==> config.mk <==
export PLATFORM = sky130hd
export DESIGN_NAME = writeback_regfile
export DESIGN_NICKNAME = d
export VERILOG_FILES = /design/src/rtl/regfile_pkg.sv /design/src/rtl/wb_scoreboard.sv /design/src/rtl/writeback_regfile.sv
export SDC_FILE = /design/constraint.sdc
export NUM_CORES = 2
export LEC_CHECK = 0
export CORE_ASPECT_RATIO = 2
export CORE_MARGIN = 10
export CORE_UTILIZATION = 52
export CTS_CLUSTER_DIAMETER = 200
export CTS_CLUSTER_SIZE = 14
export DETAILED_ROUTE_END_ITERATION = 16
export PLACE_DENSITY = 0.74
export SLEW_MARGIN = 20
export SYNTH_ARGS = -nofsm -noshare
export SYNTH_HDL_FRONTEND = slang
export SYNTH_HIERARCHICAL = 1
export SYNTH_SLANG_ARGS = --single-unit
==> constraint.sdc <==
create_clock -name clk -period 6.46 [get_ports clk]
set_input_delay 0.969 -clock clk [delete_from_list [all_inputs] [get_ports clk]]
set_output_delay 0.969 -clock clk [all_outputs]
set_load 0.02 [all_outputs]
==> src/rtl/regfile_pkg.sv <==
// Shared types and constants for the writeback stage: register indices, opcode decode values, WB pipeline entry.
// Pure declarations plus a CMP decode helper; no state.
package regfile_pkg;

  localparam int NUM_REGS  = 16;
  localparam int DATA_W    = 64;
  localparam int CNT_W     = 2;
  localparam int REG_IDX_W = 4;
  localparam logic [DATA_W-1:0] RSP_RESET = 64'h0000_0000_0001_0000;

  typedef logic [REG_IDX_W-1:0] reg_idx_t;

  localparam reg_idx_t REG_RAX = 4'd0;
  localparam reg_idx_t REG_RDX = 4'd2;
  localparam reg_idx_t REG_RSP = 4'd4;

  localparam logic [7:0] OP_CMP_39  = 8'h39;
  localparam logic [7:0] OP_CMP_3B  = 8'h3B;
  localparam logic [7:0] OP_CMP_3D  = 8'h3D;
  localparam logic [7:0] OP_GRP1_81 = 8'h81;
  localparam logic [7:0] OP_GRP1_83 = 8'h83;
  localparam logic [2:0] EXT_CMP    = 3'b111;

  typedef struct packed {
    logic [7:0]        opcode;
    logic [31:0]       opcode_len;
    logic [31:0]       has_ext;
    logic [2:0]        ext_op;
    reg_idx_t          dest;
    reg_idx_t          dest_sp;
    logic              dest_sp_vld;
    logic [DATA_W-1:0] result;
    logic [DATA_W-1:0] result_sp;
  } wb_entry_t;

  // Two-byte opcodes (0F xx) reuse these byte values for unrelated instructions, so only length-1 forms are CMP.
  function automatic logic is_cmp(input wb_entry_t e);
    logic one_byte;
    logic plain_cmp;
    logic grp1_cmp;
    one_byte  = (e.opcode_len == 32'd1);
    plain_cmp = (e.opcode == OP_CMP_39) || (e.opcode == OP_CMP_3B) || (e.opcode == OP_CMP_3D);
    grp1_cmp  = ((e.opcode == OP_GRP1_81) || (e.opcode == OP_GRP1_83)) &&
                (e.has_ext != 32'd0) && (e.ext_op == EXT_CMP);
    return one_byte && (plain_cmp || grp1_cmp);
  endfunction

endpackage

==> src/rtl/wb_scoreboard.sv <==
// Per-register busy counters: reserve at issue, release at commit, all-or-nothing stall on counter overflow.
// Stall and busy are combinational from current counts; counts update on the next edge.
module wb_scoreboard
  import regfile_pkg::*;
(
  input  logic     clk,
  input  logic     rst_n,
  input  logic     rsv_vld,
  input  reg_idx_t rsv_dest,
  input  reg_idx_t rsv_dest_sp,
  input  logic     rsv_dest_sp_vld,
  input  logic     rel_vld,
  input  reg_idx_t rel_dest,
  input  reg_idx_t rel_dest_sp,
  input  logic     rel_dest_sp_vld,
  input  reg_idx_t rd_addr_a,
  input  reg_idx_t rd_addr_b,
  output logic     busy_a,
  output logic     busy_b,
  output logic     stall
);

  localparam int SUM_W = CNT_W + 2;
  localparam logic [SUM_W-1:0] CNT_MAX = SUM_W'((1 << CNT_W) - 1);

  logic [CNT_W-1:0] cnt     [NUM_REGS];
  logic [CNT_W-1:0] cnt_nxt [NUM_REGS];
  logic [SUM_W-1:0] inc     [NUM_REGS];
  logic [SUM_W-1:0] dec     [NUM_REGS];
  logic [SUM_W-1:0] sum     [NUM_REGS];
  logic [NUM_REGS-1:0] over;

  // Both destinations may name the same register, so each side contributes 0..2 per counter.
  always_comb begin
    for (int i = 0; i < NUM_REGS; i++) begin
      inc[i]  = SUM_W'(rsv_vld && (rsv_dest == reg_idx_t'(i))) +
                SUM_W'(rsv_vld && rsv_dest_sp_vld && (rsv_dest_sp == reg_idx_t'(i)));
      dec[i]  = SUM_W'(rel_vld && (rel_dest == reg_idx_t'(i))) +
                SUM_W'(rel_vld && rel_dest_sp_vld && (rel_dest_sp == reg_idx_t'(i)));
      over[i] = ({2'b00, cnt[i]} + inc[i]) > (CNT_MAX + dec[i]);
    end
  end

  assign stall = |over;

  always_comb begin
    for (int i = 0; i < NUM_REGS; i++) begin
      sum[i]     = {2'b00, cnt[i]} + (stall ? SUM_W'(0) : inc[i]);
      cnt_nxt[i] = (sum[i] > dec[i]) ? CNT_W'(sum[i] - dec[i]) : '0;
    end
  end

  always_ff @(posedge clk) begin
    for (int i = 0; i < NUM_REGS; i++) begin
      if (!rst_n) begin
        cnt[i] <= '0;
      end else begin
        cnt[i] <= cnt_nxt[i];
      end
    end
  end

  assign busy_a = |cnt[rd_addr_a];
  assign busy_b = |cnt[rd_addr_b];

endmodule

==> src/rtl/writeback_regfile.sv <==
// Writeback stage: registers execute results, commits them one cycle later into a 16x64 regfile with read bypass.
// One result accepted per cycle, never back-pressured; issue stalls only on busy-counter overflow.
module writeback_regfile
  import regfile_pkg::*;
#(
  parameter logic [DATA_W-1:0] RSP_INIT = RSP_RESET
) (
  input  logic              clk,
  input  logic              reset,
  input  logic              exValidIn,
  input  logic [7:0]        opcodeIn,
  input  logic [31:0]       opcodeLengthIn,
  input  logic [31:0]       hasExtendedOpcodeIn,
  input  logic [2:0]        extendedOpcodeIn,
  input  logic [3:0]        destRegIn,
  input  logic [3:0]        destRegSpecialIn,
  input  logic              destRegSpecialValidIn,
  input  logic [DATA_W-1:0] aluResultIn,
  input  logic [DATA_W-1:0] aluResultSpecialIn,
  input  logic [3:0]        rdAddrA,
  input  logic [3:0]        rdAddrB,
  output logic [DATA_W-1:0] rdDataA,
  output logic [DATA_W-1:0] rdDataB,
  output logic              rdBusyA,
  output logic              rdBusyB,
  input  logic              issueValidIn,
  input  logic [3:0]        issueDestIn,
  input  logic [3:0]        issueDestSpecialIn,
  input  logic              issueDestSpecialValidIn,
  output logic              issueStallOut,
  output logic [63:0]       retiredCountOut
);

  wb_entry_t         ex_d;
  wb_entry_t         wb_q;
  logic              wb_vld;
  logic              commit;
  logic              prim_we;
  logic              sp_we;
  logic [DATA_W-1:0] regs    [NUM_REGS];
  reg_idx_t          rd_addr [2];
  logic [DATA_W-1:0] rd_data [2];
  logic [63:0]       retired;

  always_comb begin
    ex_d             = '0;
    ex_d.opcode      = opcodeIn;
    ex_d.opcode_len  = opcodeLengthIn;
    ex_d.has_ext     = hasExtendedOpcodeIn;
    ex_d.ext_op      = extendedOpcodeIn;
    ex_d.dest        = destRegIn;
    ex_d.dest_sp     = destRegSpecialIn;
    ex_d.dest_sp_vld = destRegSpecialValidIn;
    ex_d.result      = aluResultIn;
    ex_d.result_sp   = aluResultSpecialIn;
  end

  always_ff @(posedge clk) begin
    if (!reset) begin
      wb_vld <= 1'b0;
      wb_q   <= '0;
    end else begin
      wb_vld <= exValidIn;
      wb_q   <= ex_d;
    end
  end

  // Reset low kills the in-flight entry: no write, no release, no retire, no bypass.
  assign commit  = reset && wb_vld;
  assign prim_we = commit && !is_cmp(wb_q);
  assign sp_we   = commit && wb_q.dest_sp_vld;

  // Secondary write is issued last so it wins when both destinations coincide.
  always_ff @(posedge clk) begin
    if (!reset) begin
      for (int i = 0; i < NUM_REGS; i++) begin
        regs[i] <= (i == int'(REG_RSP)) ? RSP_INIT : '0;
      end
    end else begin
      if (prim_we) regs[wb_q.dest]    <= wb_q.result;
      if (sp_we)   regs[wb_q.dest_sp] <= wb_q.result_sp;
    end
  end

  always_ff @(posedge clk) begin
    if (!reset) begin
      retired <= '0;
    end else if (commit) begin
      retired <= retired + 64'd1;
    end
  end

  assign rd_addr[0] = rdAddrA;
  assign rd_addr[1] = rdAddrB;

  always_comb begin
    for (int p = 0; p < 2; p++) begin
      rd_data[p] = regs[rd_addr[p]];
      if (prim_we && (wb_q.dest == rd_addr[p]))  rd_data[p] = wb_q.result;
      if (sp_we && (wb_q.dest_sp == rd_addr[p])) rd_data[p] = wb_q.result_sp;
    end
  end

  assign rdDataA         = rd_data[0];
  assign rdDataB         = rd_data[1];
  assign retiredCountOut = retired;

  wb_scoreboard u_scoreboard (
    .clk             (clk),
    .rst_n           (reset),
    .rsv_vld         (issueValidIn),
    .rsv_dest        (issueDestIn),
    .rsv_dest_sp     (issueDestSpecialIn),
    .rsv_dest_sp_vld (issueDestSpecialValidIn),
    .rel_vld         (commit),
    .rel_dest        (wb_q.dest),
    .rel_dest_sp     (wb_q.dest_sp),
    .rel_dest_sp_vld (wb_q.dest_sp_vld),
    .rd_addr_a       (rdAddrA),
    .rd_addr_b       (rdAddrB),
    .busy_a          (rdBusyA),
    .busy_b          (rdBusyB),
    .stall           (issueStallOut)
  );

endmodule

==> out/metrics.yaml <==
grt:
  antenna_found_initial: 10
  grt_pass1_vias: 67790
  grt.overflow.total: 0
  grt_max_degree: 160
  grt_pass1_wl_microns: 448400
  grt.total_usage_pct: 35.88
clock_tree:
  cts.clk_slew.worst_paths_ns: 0.07
  clock_path_buffers: 3
  post_cts_buffers: 0
  cts_hold_buf: 0
  cts_made_buffers: 105
  cts_tree: "yes"
  cts_sinks: 1333
  insertion_delay_ns: 0.78
  htreeDepth: 3
  cts_root_buffer: "clkbuf_16"
critical_path:
  rr_worst_depth: 19
  required_ns: 5.49
  criticalPathCategory: "flip-flop to output port"
  start_kind: "flip-flop"
  r2r_setup_slack_ns: 0.70
  path_common_cell: "buf_4"
  crit_chain: "nor4_1 > nand4_1 > nor3b_1 > o21ai_4 > buf_4 > nor3_4 > buf_4 > a221o_1 > clkdlybuf4s50_1"
  critical-path-max-stage-delay_ns: 0.78
  path_max_fanout: 29
  critPathSlowestCell: "buf_4"
  cp.arrival_ns: 5.39
  endpoint_kind: "output port"
sta:
  rsz0062_at_grt: "false"
  report.final.slew_viol_count: 0
  finalCritPeriodShare_pct: 98.49
  clock.fmax_mhz: 157.2
  relSlewSlack_pct: 16.60
  worst_pin_slew_ns: 1.247
  finalSetupViolCount: 0
  finalSetupTns_ns: 0
  period_minus_slack_ns: 6.362
  fin_worst_skew_ns: 0.04928
  hold_viol: 0
floorplan:
  rows: 203
  start_util_pct: 52.12
  dieWidth_microns: 296.6
  fp.dieH_microns: 573.2
  top_level_ports: 428
  core_sq_um: 152700
  fp.dieArea_sq_um: 170000
logic_synthesis:
  yosysTopAreaCell: "edfxtp_1"
  syn_area_sq_um: 79560
  synthAdderAreaFrac_pct: 3.589
  synth_top_family_by_area: "compound AO/OA/AOI/OAI gates"
  synth_xor_xnor_area_share_pct: 0.6165
  synth_area_leaders: "edfxtp_1 (39%), mux4_2 (15%), o31ai_1 (9.7%), dfxtp_1 (7.8%), nand2_1 (6.7%)"
  synth-async-reset-ratio_pct: 0
  ys_seq_elements: 1333
  avgSynthCellArea_sq_um: 11.11
  synth_flop_cell: "edfxtp_1"
  synth_mux_area_share_pct: 15.84
  synth_cell_type_count: 66
  synth_fp_nets: 7602
  ys_warn_count: 6
  synth_compound_area_share_pct: 15.92
  synth_top_area_share_pct: 38.65
  synth-edff-count: 1024
  seq_area_frac_synth_pct: 46.43
  synthCells: 7160
  synthSimpleGateAreaFrac_pct: 12.04
power:
  leakage_nw: 30.13
  finalPower_w: 0.01863
  ir_drop_uv: 249.1
  p_per_area_nw_per_um2: 210.8
layout:
  drive_gt1_share_pct: 13.65
  mostFrequentLayoutCells: "nand2_1 (1411), o31ai_1 (1031), edfxtp_1 (1024)"
  layout_commonest_cell: "nand2_1"
  fin_nets: 7501
  layout.cells.non_filler: 9198
  area_growth_pct: 11.06
routing:
  via_per_inst: 7.364
  totalWireLength_microns: 313200
  route.detailed.drc: 0
  avgRoutedWirePerCell_microns: 34.05
  drtPass1Iterations: 10
  vias: 67740
  drtAntennaViolNets: 0
  drt_first_iter_violations: 11580
placement:
  routabilityCongestion: 0.9640
  dp.cells: 9001
  portBuffers: 427
  dpl.hpwl_microns: 180900
hold_path:
  hp-class: "flip-flop to flip-flop"
  whs_path_depth: 2
run_status:
  status: "finished, final reports clean"
flow_run:
  maxCapViolations: 0
final timing paths:
kind	to	startpoint
max reg2reg	u_scoreboard/cnt[4][1]	wb_vld
min reg2reg	retiredCountOut[52]	retiredCountOut[52]
max	rdDataA[37]	wb_q[148]
min	retiredCountOut[52]	retiredCountOut[52]
layout make-up:
cell class                      count  area, sq um
Tap cell                         2050         2565
Inverter                          255        957.2
Fill cell                       12160        64300
Clock buffer                      186         2974
Multi-Input combinational cell   4761        38630
Timing Repair Buffer              603         6197
Antenna cell                        4        10.01
Sequential cell                  1333        36940
Clock inverter                      6        86.33
per-stage QoR:
step                hold WS (ns)  utilization, %  worst slack (ns)  area, sq um
floorplan                 0.5631               -            0.7700        79560
CTS                       0.5060           57.85           0.03079        88300
global placement          0.4606           55.84            0.1195        85240
detailed placement        0.4905           55.84          -0.01340        85240
global route              0.5281           57.88           0.03275        88350
finish                    0.5053           57.88           0.09770        88350
sequential cells by signal, summed over array words and instances (netlist names):
signal            count
regs               1024
retiredCountOut      64
u_scoreboard/cnt     32
wb_q                212
wb_vld                1
where the power goes:
part	switching (W)	internal [W]	total (W)
clock	0.00326	0.00311	0.00637
sequential	0.000315	0.00946	0.00978
combinational	0.00150	0.000976	0.00248
total	0.00508	0.0136	0.0186
metal layers:
layer	wire [microns]	vias to the layer above	GRT usage [%]
li1	-	26990	-
met1	92540	31820	41.09
met2	138300	6960	54.78
met3	51510	1962	11.41
met4	30770	10	28.59
met5	68	-	0
cell families (layout without fill, tap and decap cells):
family | after synthesis | after routing
AOI/OAI and AO/OA | 1754 | 1754
DFF | 1333 | 1333
buffers and inverters | 1066 | 1050
xor gates and xnor gates | 56 | 56
adders and majority gates | 209 | 209
muxes | 605 | 605
and+or+nand+nor | 2137 | 2137
other | 0 | 4
cells in the mapped netlist, types with 59 or more instances:
cell type / n
mux4_2: 522
inv_1: 254
o21ai_0: 105
ha_1: 177
mux2i_1: 74
nor2b_1: 59
a22oi_1: 116
edfxtp_1: 1024
nor2_1: 178
dfxtp_1: 309
o31ai_1: 1031
buf_2: 152
a21oi_1: 184
and2_1: 222
clkbuf_1: 561
nand2_1: 1411
critical path, delay by kind of cell, from the launching register on:
kind            cells  cell delay, ns
simple gates        4            1.89
buf+inv             3            1.75
compound gates      2            0.63
flops               1            0.30
timing repair:
item	CTS	global route
endpoints found under the setup margin	1	1
resized for setup	1	3
gates cloned	0	0
pin swaps	0	0
(Power assumes the default switching activity.)
